--- src/rtl/iso14443a_reader_tx.sv ---
// ISO14443-A reader transmitter: byte handshake in, Modified Miller pause gating out.
// One holding register feeds one shift register; all state advances on the carrier negedge.
module iso14443a_reader_tx #(
    parameter int PAUSE_LEN = 32,
    parameter int BIT_LEN   = 128
) (
    input  logic       osc_clk,
    input  logic       rst,
    input  logic [7:0] tx_data,
    input  logic [2:0] tx_nbits,
    input  logic       tx_last,
    input  logic       tx_valid,
    output logic       tx_ready,
    output logic       mod_pause,
    output logic       busy,
    output logic       done,
    output logic       underrun
);

    localparam logic [6:0] PH_LAST = 7'(BIT_LEN - 1);
    localparam logic [6:0] X_START = 7'd64;
    localparam logic [6:0] Z_END   = 7'(PAUSE_LEN);
    localparam logic [6:0] X_END   = 7'(64 + PAUSE_LEN);

    typedef enum logic [2:0] {S_IDLE, S_SOC, S_DATA, S_PAR, S_EOC0, S_EOC1} state_t;
    typedef enum logic [1:0] {SYM_NONE, SYM_X, SYM_Y, SYM_Z} sym_t;

    state_t     state_q;
    logic [6:0] ph_q;
    logic [7:0] hold_data_q;
    logic [2:0] hold_nbits_q;
    logic       hold_last_q;
    logic       hold_full_q;
    logic [7:0] sh_q;
    logic [2:0] nbits_q;
    logic       last_q;
    logic       par_q;
    logic [2:0] cnt_q;
    logic       prev_q;
    logic       urun_q;
    logic       mod_pause_q;
    logic       done_q;
    logic       underrun_q;

    logic [2:0] last_idx;
    logic       period_end;
    logic       last_bit;
    logic       cur_bit;
    sym_t       sym;
    logic       pause_d;
    logic       byte_end;
    logic       load;

    always_comb begin
        last_idx   = (nbits_q == 3'd0) ? 3'd7 : nbits_q - 3'd1;
        period_end = (ph_q == PH_LAST);
        last_bit   = (cnt_q == last_idx);
        cur_bit    = (state_q == S_PAR) ? par_q : sh_q[0];
        sym        = SYM_NONE;
        case (state_q)
            S_SOC:          sym = SYM_Z;
            S_DATA, S_PAR:  sym = cur_bit ? SYM_X : (prev_q ? SYM_Y : SYM_Z);
            S_EOC0:         sym = prev_q ? SYM_Y : SYM_Z;
            S_EOC1:         sym = SYM_Y;
            default:        sym = SYM_NONE;
        endcase
        pause_d  = ((sym == SYM_Z) && (ph_q < Z_END)) ||
                   ((sym == SYM_X) && (ph_q >= X_START) && (ph_q < X_END));
        byte_end = period_end &&
                   ((state_q == S_PAR) ||
                    ((state_q == S_DATA) && last_bit && (nbits_q != 3'd0)));
        // First byte moves in at SOC ph=0; later bytes at the byte boundary.
        load     = ((state_q == S_SOC) && (ph_q == 7'd0)) ||
                   (byte_end && !last_q && hold_full_q);
    end

    always_ff @(negedge osc_clk) begin
        if (rst) begin
            state_q      <= S_IDLE;
            ph_q         <= 7'd0;
            hold_data_q  <= 8'd0;
            hold_nbits_q <= 3'd0;
            hold_last_q  <= 1'b0;
            hold_full_q  <= 1'b0;
            sh_q         <= 8'd0;
            nbits_q      <= 3'd0;
            last_q       <= 1'b0;
            par_q        <= 1'b0;
            cnt_q        <= 3'd0;
            prev_q       <= 1'b0;
            urun_q       <= 1'b0;
            mod_pause_q  <= 1'b0;
            done_q       <= 1'b0;
            underrun_q   <= 1'b0;
        end else begin
            mod_pause_q <= pause_d;
            done_q      <= 1'b0;
            underrun_q  <= 1'b0;
            if (state_q != S_IDLE)
                ph_q <= ph_q + 7'd1;

            case (state_q)
                S_IDLE: if (hold_full_q) begin
                    state_q <= S_SOC;
                    ph_q    <= 7'd0;
                    prev_q  <= 1'b0;
                    urun_q  <= 1'b0;
                end
                S_SOC: if (period_end) state_q <= S_DATA;
                S_DATA: if (period_end) begin
                    prev_q <= sh_q[0];
                    if (!last_bit) begin
                        sh_q  <= {1'b0, sh_q[7:1]};
                        cnt_q <= cnt_q + 3'd1;
                    end else if (nbits_q == 3'd0) begin
                        state_q <= S_PAR;
                    end
                end
                S_PAR: if (period_end) prev_q <= par_q;
                S_EOC0: if (period_end) state_q <= S_EOC1;
                S_EOC1: if (period_end) begin
                    state_q    <= S_IDLE;
                    done_q     <= ~urun_q;
                    underrun_q <= urun_q;
                end
                default: state_q <= S_IDLE;
            endcase

            if (byte_end) begin
                if (last_q) begin
                    state_q <= S_EOC0;
                end else if (hold_full_q) begin
                    state_q <= S_DATA;
                end else begin
                    state_q <= S_EOC0;
                    urun_q  <= 1'b1;
                end
            end

            if (load) begin
                sh_q        <= hold_data_q;
                nbits_q     <= hold_nbits_q;
                last_q      <= hold_last_q;
                par_q       <= ~^hold_data_q;
                cnt_q       <= 3'd0;
                hold_full_q <= 1'b0;
            end else if (tx_valid && !hold_full_q) begin
                hold_data_q  <= tx_data;
                hold_nbits_q <= tx_nbits;
                hold_last_q  <= tx_last;
                hold_full_q  <= 1'b1;
            end
        end
    end

    assign tx_ready  = ~hold_full_q;
    assign busy      = (state_q != S_IDLE);
    assign mod_pause = mod_pause_q;
    assign done      = done_q;
    assign underrun  = underrun_q;

endmodule

--- config.mk ---
export PLATFORM = sky130hd
export DESIGN_NAME = iso14443a_reader_tx
export DESIGN_NICKNAME = d
export VERILOG_FILES = /design/src/rtl/iso14443a_reader_tx.sv
export SDC_FILE = /design/constraint.sdc
export NUM_CORES = 1
export LEC_CHECK = 0
export BUFFER_PORTS_ARGS = -buffer_cell sky130_fd_sc_hd__buf_2
export CAP_MARGIN = 20
export CORE_MARGIN = 1.5
export CORE_UTILIZATION = 58
export DETAILED_ROUTE_END_ITERATION = 16
export GPL_TIMING_DRIVEN = 0
export PLACE_DENSITY_LB_ADDON = 0.08
export SKIP_LAST_GASP = 1
export SYNTH_ARGS = -nofsm -noshare
export SYNTH_HDL_FRONTEND = slang
export SYNTH_SLANG_ARGS = --single-unit
--- constraint.sdc ---
create_clock -name osc_clk -period 4.2 [get_ports osc_clk]
set_input_delay 0.84 -clock osc_clk [delete_from_list [all_inputs] [get_ports osc_clk]]
set_output_delay 0.84 -clock osc_clk [all_outputs]
set_load 0.1 [all_outputs]
Word-level counts from Yosys, hierarchy flattened

Cells that the tools add are included.

$add $sub $neg: 3
Order comparisons: 3
Equality and inequality tests: 21
Muxes and demuxes: 32
Bitwise operators: 6
Reductions and logical operators: 32

Operators by type and width:

| kind                  | count |
|---|---|
| $mux W3               | 11 |
| $mux W8               | 4 |
| $mux W7               | 3 |
| $ne A3 B3 Y1 const B  | 7 |
| $pmux W3 S6           | 1 |
| $logic_and A1 B1 Y1   | 10 |
| $mux W1               | 10 |
| $reduce_bool A3 Y1    | 3 |
| $ne A2 B2 Y1 const B  | 4 |
| $pmux W2 S4           | 1 |
| $reduce_and A8 Y1     | 1 |
| $reduce_xnor A8 Y1    | 1 |
| $add A7 B1 Y7 const B | 1 |
| $eq A7 B7 Y1 const B  | 1 |
| $ge A7 B7 Y1 const B  | 1 |
| $logic_not A7 Y1      | 1 |
| $lt A7 B6 Y1 const B  | 1 |
| $lt A7 B7 Y1 const B  | 1 |
| $eq A3 B2 Y1 const B  | 2 |
| $eq A3 B3 Y1 const B  | 2 |
| $logic_not A3 Y1      | 2 |
| $not A1 Y1            | 6 |
| $reduce_and A3 Y1     | 2 |
| $reduce_and A4 Y1     | 1 |
| 15 further kinds      | 20 |

Bits in registers: 44
Bits of input ports: 15
Output and inout bits: 5
Word-level logic and storage cells: 113

Logic depth before layout (Yosys ltp)

Gate-level depths: netlist of run 1.

Word-level depth: 12
Mapped depth: 9
Gate-level depth less buffers: 8

==> results of run 1 <==
==> metal layers <==
| layer | part of all wire | wire [microns] |
|---|---|---|
| met3 | 0.036 | 160 |
| met1 | 0.48 | 2150 |
| met4 | 0.016 | 70 |
| met2 | 0.47 | 2100 |
| met5 | 0 | 0 |
==> cell usage after synthesis, types with 4 or more instances <==
library cell / number / share of area
a21oi_1: 10 / 0.023
nor2_1: 42 / 0.072
nor3_1: 7 / 0.016
xor2_1: 5 / 0.020
inv_1: 9 / 0.015
nand4_1: 5 / 0.014
nand2_1: 6 / 0.010
mux2i_1: 28 / 0.13
dfxtp_1: 44 / 0.40
o21ai_0: 4 / 0.0091
ha_1: 5 / 0.028
nand2b_1: 6 / 0.017
xnor2_1: 11 / 0.044
a211oi_1: 8 / 0.027
nand3_1: 5 / 0.011
clkbuf_1: 6 / 0.010
==> flip-flops by register name (all words and copies together), names as in the netlist <==
register,cells
hold_data_q,8
sh_q,8
ph_q,7
cnt_q,3
hold_nbits_q,3
nbits_q,3
state_q,3
done,1
hold_full_q,1
hold_last_q,1
last_q,1
mod_pause,1
par_q,1
prev_q,1
underrun,1
urun_q,1
==> timing repair <==
action / 4_1_cts / 5_1_grt
gates resized for setup: 8 / 0
cloned: 0 / 0
pin swaps: 1 / 1
buffers inserted: 3 / 1
endpoints found under the setup margin: 2 / 1
==> through the flow <==
| step | hold slack, ns | setup TNS (ns) |
|---|---|---|
| final | 0.434 | -0.0303 |
| after global routing | 0.442 | -0.101 |
| after CTS | 0.435 | -0.0440 |
| after detailed placement | 0.431 | -1.03 |
| after global placement | 0.431 | -0.950 |
| after floorplan | 0.403 | 0 |
==> critical path: stages (launching register included) <==
cell,delay [ns]
dfxtp_4,0.34
nor3_4,0.25
clkinvlp_4,0.16
buf_12,0.18
==> power by group through the flow <==
stage | Sequential [uW] | Clock [uW] | Combinational (uW)
after floorplan | 486 | 65.3 | 178
after global placement | 482 | 65.3 | 222
after detailed placement | 483 | 65.3 | 225
after CTS | 477 | 558 | 241
after global routing | 481 | 611 | 267
final | 477 | 543 | 244
==> final cells by class <==
class	instances	area, sq um
buffer	9	53.8
timing repair buffer	22	138
multi-input combinational	177	1230
fill	275	956
tap	48	60.1
clock buffer	5	68.8
sequential	44	886
inverter	8	33.8
clock inverter	47	230
==> kinds of logic after synthesis <==
| group | count (synthesis) | synth area share |
|---|---|---|
| AO/OA/AOI/OAI | 35 | 0.119 |
| XOR/XNOR | 16 | 0.0638 |
| adder cells (fa/ha/maj) | 5 | 0.0285 |
| buffers and inverters | 19 | 0.0416 |
| flip-flops | 44 | 0.401 |
| multiplexers | 29 | 0.133 |
| AND/OR/NAND/NOR | 92 | 0.213 |
==> path summary, 6_finish.rpt <==
path / from / to / depth (start not counted)
worst max register to register: nbits_q[0]$_SDFFE_NP0P_ / sh_q[2]$_SDFFE_NP0P_ / 8
worst min register to register: urun_q$_SDFF_NP0_ / done$_SDFF_NP0_ / 1
worst max-delay path: state_q[2]$_SDFFE_NP0P_ / busy / 3
worst min-delay path: urun_q$_SDFF_NP0_ / done$_SDFF_NP0_ / 1
==> impl_metrics.py, run 1 <==
metrics = {
    "run_status": {
        "status": "complete, but fails checks",
        "violations": "negative setup slack",
    },
    "floorplan": {
        "start_util": 0.600,
        "die-area_sq_mm": 0.00416,
        "die-height_microns": 64.5,
        "num_io_pins": 20,
        "rows": 22,
        "core_sq_mm": 0.00366,
        "die_width_microns": 64.5,
    },
    "clocking": {
        "root_buffer": "clkbuf_8",
        "clock-sinks": 44,
        "numCtsBuffers": 5,
        "cts_buffer_depth": 2,
        "path_clk_slew_ns": 0.03,
        "cts_max_level": 2,
        "clock_latency_ns": 0.37,
        "cts_tree": "built",
        "postCtsHoldBufs": 0,
    },
    "global_route": {
        "met3_usage": 0.0816,
        "grt_max_degree": 14,
        "antenna_found_initial": 0,
        "grtUsageTotal": 0.236,
        "overflow": 0,
        "use_met1": 0.288,
        "met2_usage": 0.372,
        "globalRoute.busiestLayer": "met2",
        "grt_pass1_wl_microns": 7760,
        "grt_pass1_vias": 1873,
    },
    "synthesis": {
        "synth_nets": 260,
        "synthCells": 240,
        "synthFlopType": "dfxtp_1",
        "synth_area_sq_mm": 0.00220,
        "synth_edf_count": 0,
        "ys_warn_count": 0,
        "async_reset_ff_frac": 0,
        "yosysSeqAreaShare": 0.401,
        "synth_cell_types": 41,
        "syn_area_per_cell_sq_um": 9.15,
        "yosys_register_bits": 44,
    },
    "setup_path": {
        "worstPathRequired_ns": 3.36,
        "crit_type": "reg2out",
        "critPathArrivalTime_ns": 3.39,
        "crit_fanout": 2,
        "endpoint_kind": "output pin",
        "r2r_slack_ns": 1.69,
        "worstSetupStartpointType": "flop",
    },
    "sta": {
        "slew_headroom": 0.611,
        "grt_setup_unrepaired": "yes",
        "slew_violations": 0,
        "setup_ws_ns": -0.0303,
        "skew_ns": 0.0254,
        "tightest_slew_ns": 0.577,
        "hold_viol_final": 0,
        "setup_viol": 1,
    },
    "drt": {
        "first_pass_iters": 4,
        "ant_nets": 0,
        "wl_per_cell_microns": 12.4,
        "drt-total-wl_microns": 4480,
        "drc": 0,
        "vias_per_cell": 5.21,
        "drtIter0Drc": 153,
        "vias": 1876,
    },
    "power": {
        "peakVddDrop_mv": 0.316,
        "switching_power_uw": 417,
        "combPwrFrac": 0.193,
        "sequentialPowerShare": 0.377,
        "finalPower_uw": 1270,
        "clkPwrFrac": 0.430,
        "p_per_area_mw_per_mm2": 468,
        "p_sw_frac": 0.329,
        "leakage_uw": 0.00128,
        "p_int_uw": 848,
    },
    "placed_design": {
        "hpwl_microns": 3010,
        "placed_area_sq_mm": 0.00236,
        "placedCellCount": 306,
        "gp_congestion": 0.835,
        "buffer_ports.inserted": 18,
        "pre_cts_slack_ns": -0.101,
    },
    "layout": {
        "postLayoutCellArea_sq_mm": 0.00271,
        "mostFrequentLayoutCells": "51 x inv_1, 42 x nor2_1, 42 x dfxtp_1, 28 x mux2i_1, 19 x buf_2",
        "fin_util": 0.739,
        "layout_commonest_cell": "inv_1",
        "syn2layout_area_growth_pct": 23.2,
        "final_cells": 360,
        "nets": 331,
        "drive_above_1_share": 0.160,
        "antenna_cells": 0,
    },
    "job": {
        "maxCapViolCount": 0,
    },
    "worst_hold_path": {
        "hold_class": "reg2reg",
    },
}
Power figures use the tool's default switching activity.
==> run 2: changes to the inputs <==
CORE_UTILIZATION = 51   (was 58)
==> impl_metrics.py, run 2 (same netlist as run 1, synthesis figures left out) <==
metrics = {
    "run_status": {
        "status": "complete, but fails checks",
        "violations": "negative setup slack",
    },
    "floorplan": {
        "num_io_pins": 20,
        "core_sq_mm": 0.00406,
        "die-height_microns": 68.6,
        "die-area_sq_mm": 0.00471,
        "rows": 23,
        "die_width_microns": 68.6,
        "start_util": 0.541,
    },
    "clocking": {
        "numCtsBuffers": 5,
        "root_buffer": "clkbuf_8",
        "cts_max_level": 2,
        "postCtsHoldBufs": 0,
        "cts_buffer_depth": 2,
        "cts_tree": "built",
        "path_clk_slew_ns": 0.03,
        "clock_latency_ns": 0.38,
        "clock-sinks": 44,
    },
    "layout": {
        "layout_commonest_cell": "inv_1",
        "final-seq-area_sq_um": 887,
        "largestRegisters": "hold_data_q (8), sh_q (8), ph_q (7)",
        "nets": 331,
        "multi_input_area_sq_mm": 0.00123,
        "postLayoutCellArea_sq_mm": 0.00268,
        "syn2layout_area_growth_pct": 22.2,
        "mostFrequentLayoutCells": "51 x inv_1, 42 x nor2_1, 41 x dfxtp_1, 28 x mux2i_1, 19 x buf_2",
        "drive_above_1_share": 0.161,
        "nFillCells": 367,
        "antenna_cells": 0,
    },
    "global_route": {
        "grtUsageTotal": 0.217,
        "antenna_found_initial": 0,
        "grt_max_degree": 14,
        "overflow": 0,
        "grt_pass1_wl_microns": 7650,
        "grt_pass1_vias": 1832,
    },
    "power": {
        "peakVddDrop_mv": 0.307,
        "leakage_uw": 0.00127,
        "finalPower_uw": 1210,
        "p_per_area_mw_per_mm2": 451,
    },
    "sta": {
        "slew_violations": 0,
        "setup_viol": 1,
        "setup_ws_ns": -0.0634,
        "tightest_slew_ns": 0.561,
        "hold_viol_final": 0,
        "grt_setup_unrepaired": "yes",
        "slew_headroom": 0.622,
        "skew_ns": 0.0291,
    },
    "drt": {
        "vias": 1903,
        "ant_nets": 0,
        "drc": 0,
        "vias_per_cell": 5.27,
        "drtIter0Drc": 102,
        "first_pass_iters": 4,
        "wl_per_cell_microns": 12.7,
        "drt-total-wl_microns": 4590,
    },
    "setup_path": {
        "critPathArrivalTime_ns": 3.42,
        "crit_type": "reg2out",
        "crit_path_top_delay_cell": "dfxtp_2",
        "worstPathRequired_ns": 3.36,
        "crit_fanout": 4,
        "endpoint_kind": "output pin",
        "critPathMaxStageDelay_ns": 0.34,
        "cp_cell_sequence": "nor3_4 -> clkinvlp_4 -> buf_12",
        "worstSetupStartpointType": "flop",
    },
    "placed_design": {
        "buffer_ports.inserted": 18,
        "gp_congestion": 0.861,
        "hpwl_microns": 3150,
        "placed_area_sq_mm": 0.00236,
    },
    "worst_hold_path": {
        "hold_class": "reg2reg",
    },
    "job": {
        "maxCapViolCount": 0,
    },
}
-- run 2: path summary, 6_finish.rpt --
path                            depth (start not counted)  slack [ns]                    start                   end
worst max-delay path                                    3       -0.06  state_q[0]$_SDFFE_NP0P_                  busy
worst max register to register                          8        1.62  nbits_q[0]$_SDFFE_NP0P_  sh_q[1]$_SDFFE_NP0P_
worst min-delay path                                    1        0.46        urun_q$_SDFF_NP0_       done$_SDFF_NP0_
worst min register to register                          1        0.46        urun_q$_SDFF_NP0_       done$_SDFF_NP0_
-- run 2: power by group --
| part | leakage, uW | switching, uW | internal, uW |
|---|---|---|---|
| sequential | 0.000360 | 24.9 | 453 |
| combinational | 0.000626 | 142 | 107 |
| clock | 0.000289 | 253 | 230 |
-- run 2: routing by layer --
layer | track usage | share of wire | up-vias
li1 | - | - | 984
met1 | 0.260 | 0.47 | 867
met2 | 0.333 | 0.46 | 43
met3 | 0.0795 | 0.053 | 9
met4 | 0.125 | 0.014 | 0
met5 | 0 | 0 | -
-- run 2: critical path: cells and delay by family (launching register included) --
family	cells	cell delay, ns
buffers and inverters	2	0.37
DFF	1	0.34
and+or+nand+nor	1	0.27
-- run 2: repair_timing --
item                       4_1_cts  5_1_grt
resized for setup                8        1
setup buffers                    3        1
pin swaps                        1        1
setup endpoints to repair        2        1
-- run 2: cell type report --
type                       instances  share of cell area
tap                               50              0.0233
timing repair buffer              22              0.0513
sequential                        44               0.331
multi-input combinational        177               0.460
buffer                             9              0.0201
inverter                           8              0.0126
clock buffer                       5              0.0257
clock inverter                    46              0.0760
-- run 2: through the flow --
stage / util / setup WS, ns / instances / setup TNS [ns] / hold slack (ns)
final: 0.661 / -0.0634 / 361 / -0.0634 / 0.464
after detailed placement: 0.582 / -0.150 / 308 / -1.34 / 0.444
after global routing: 0.661 / -0.108 / 361 / -0.108 / 0.478
after floorplan: - / 0.0146 / 240 / 0 / 0.403
after global placement: 0.582 / -0.105 / 308 / -1.09 / 0.432
after CTS: 0.659 / -0.0504 / 360 / -0.0504 / 0.465
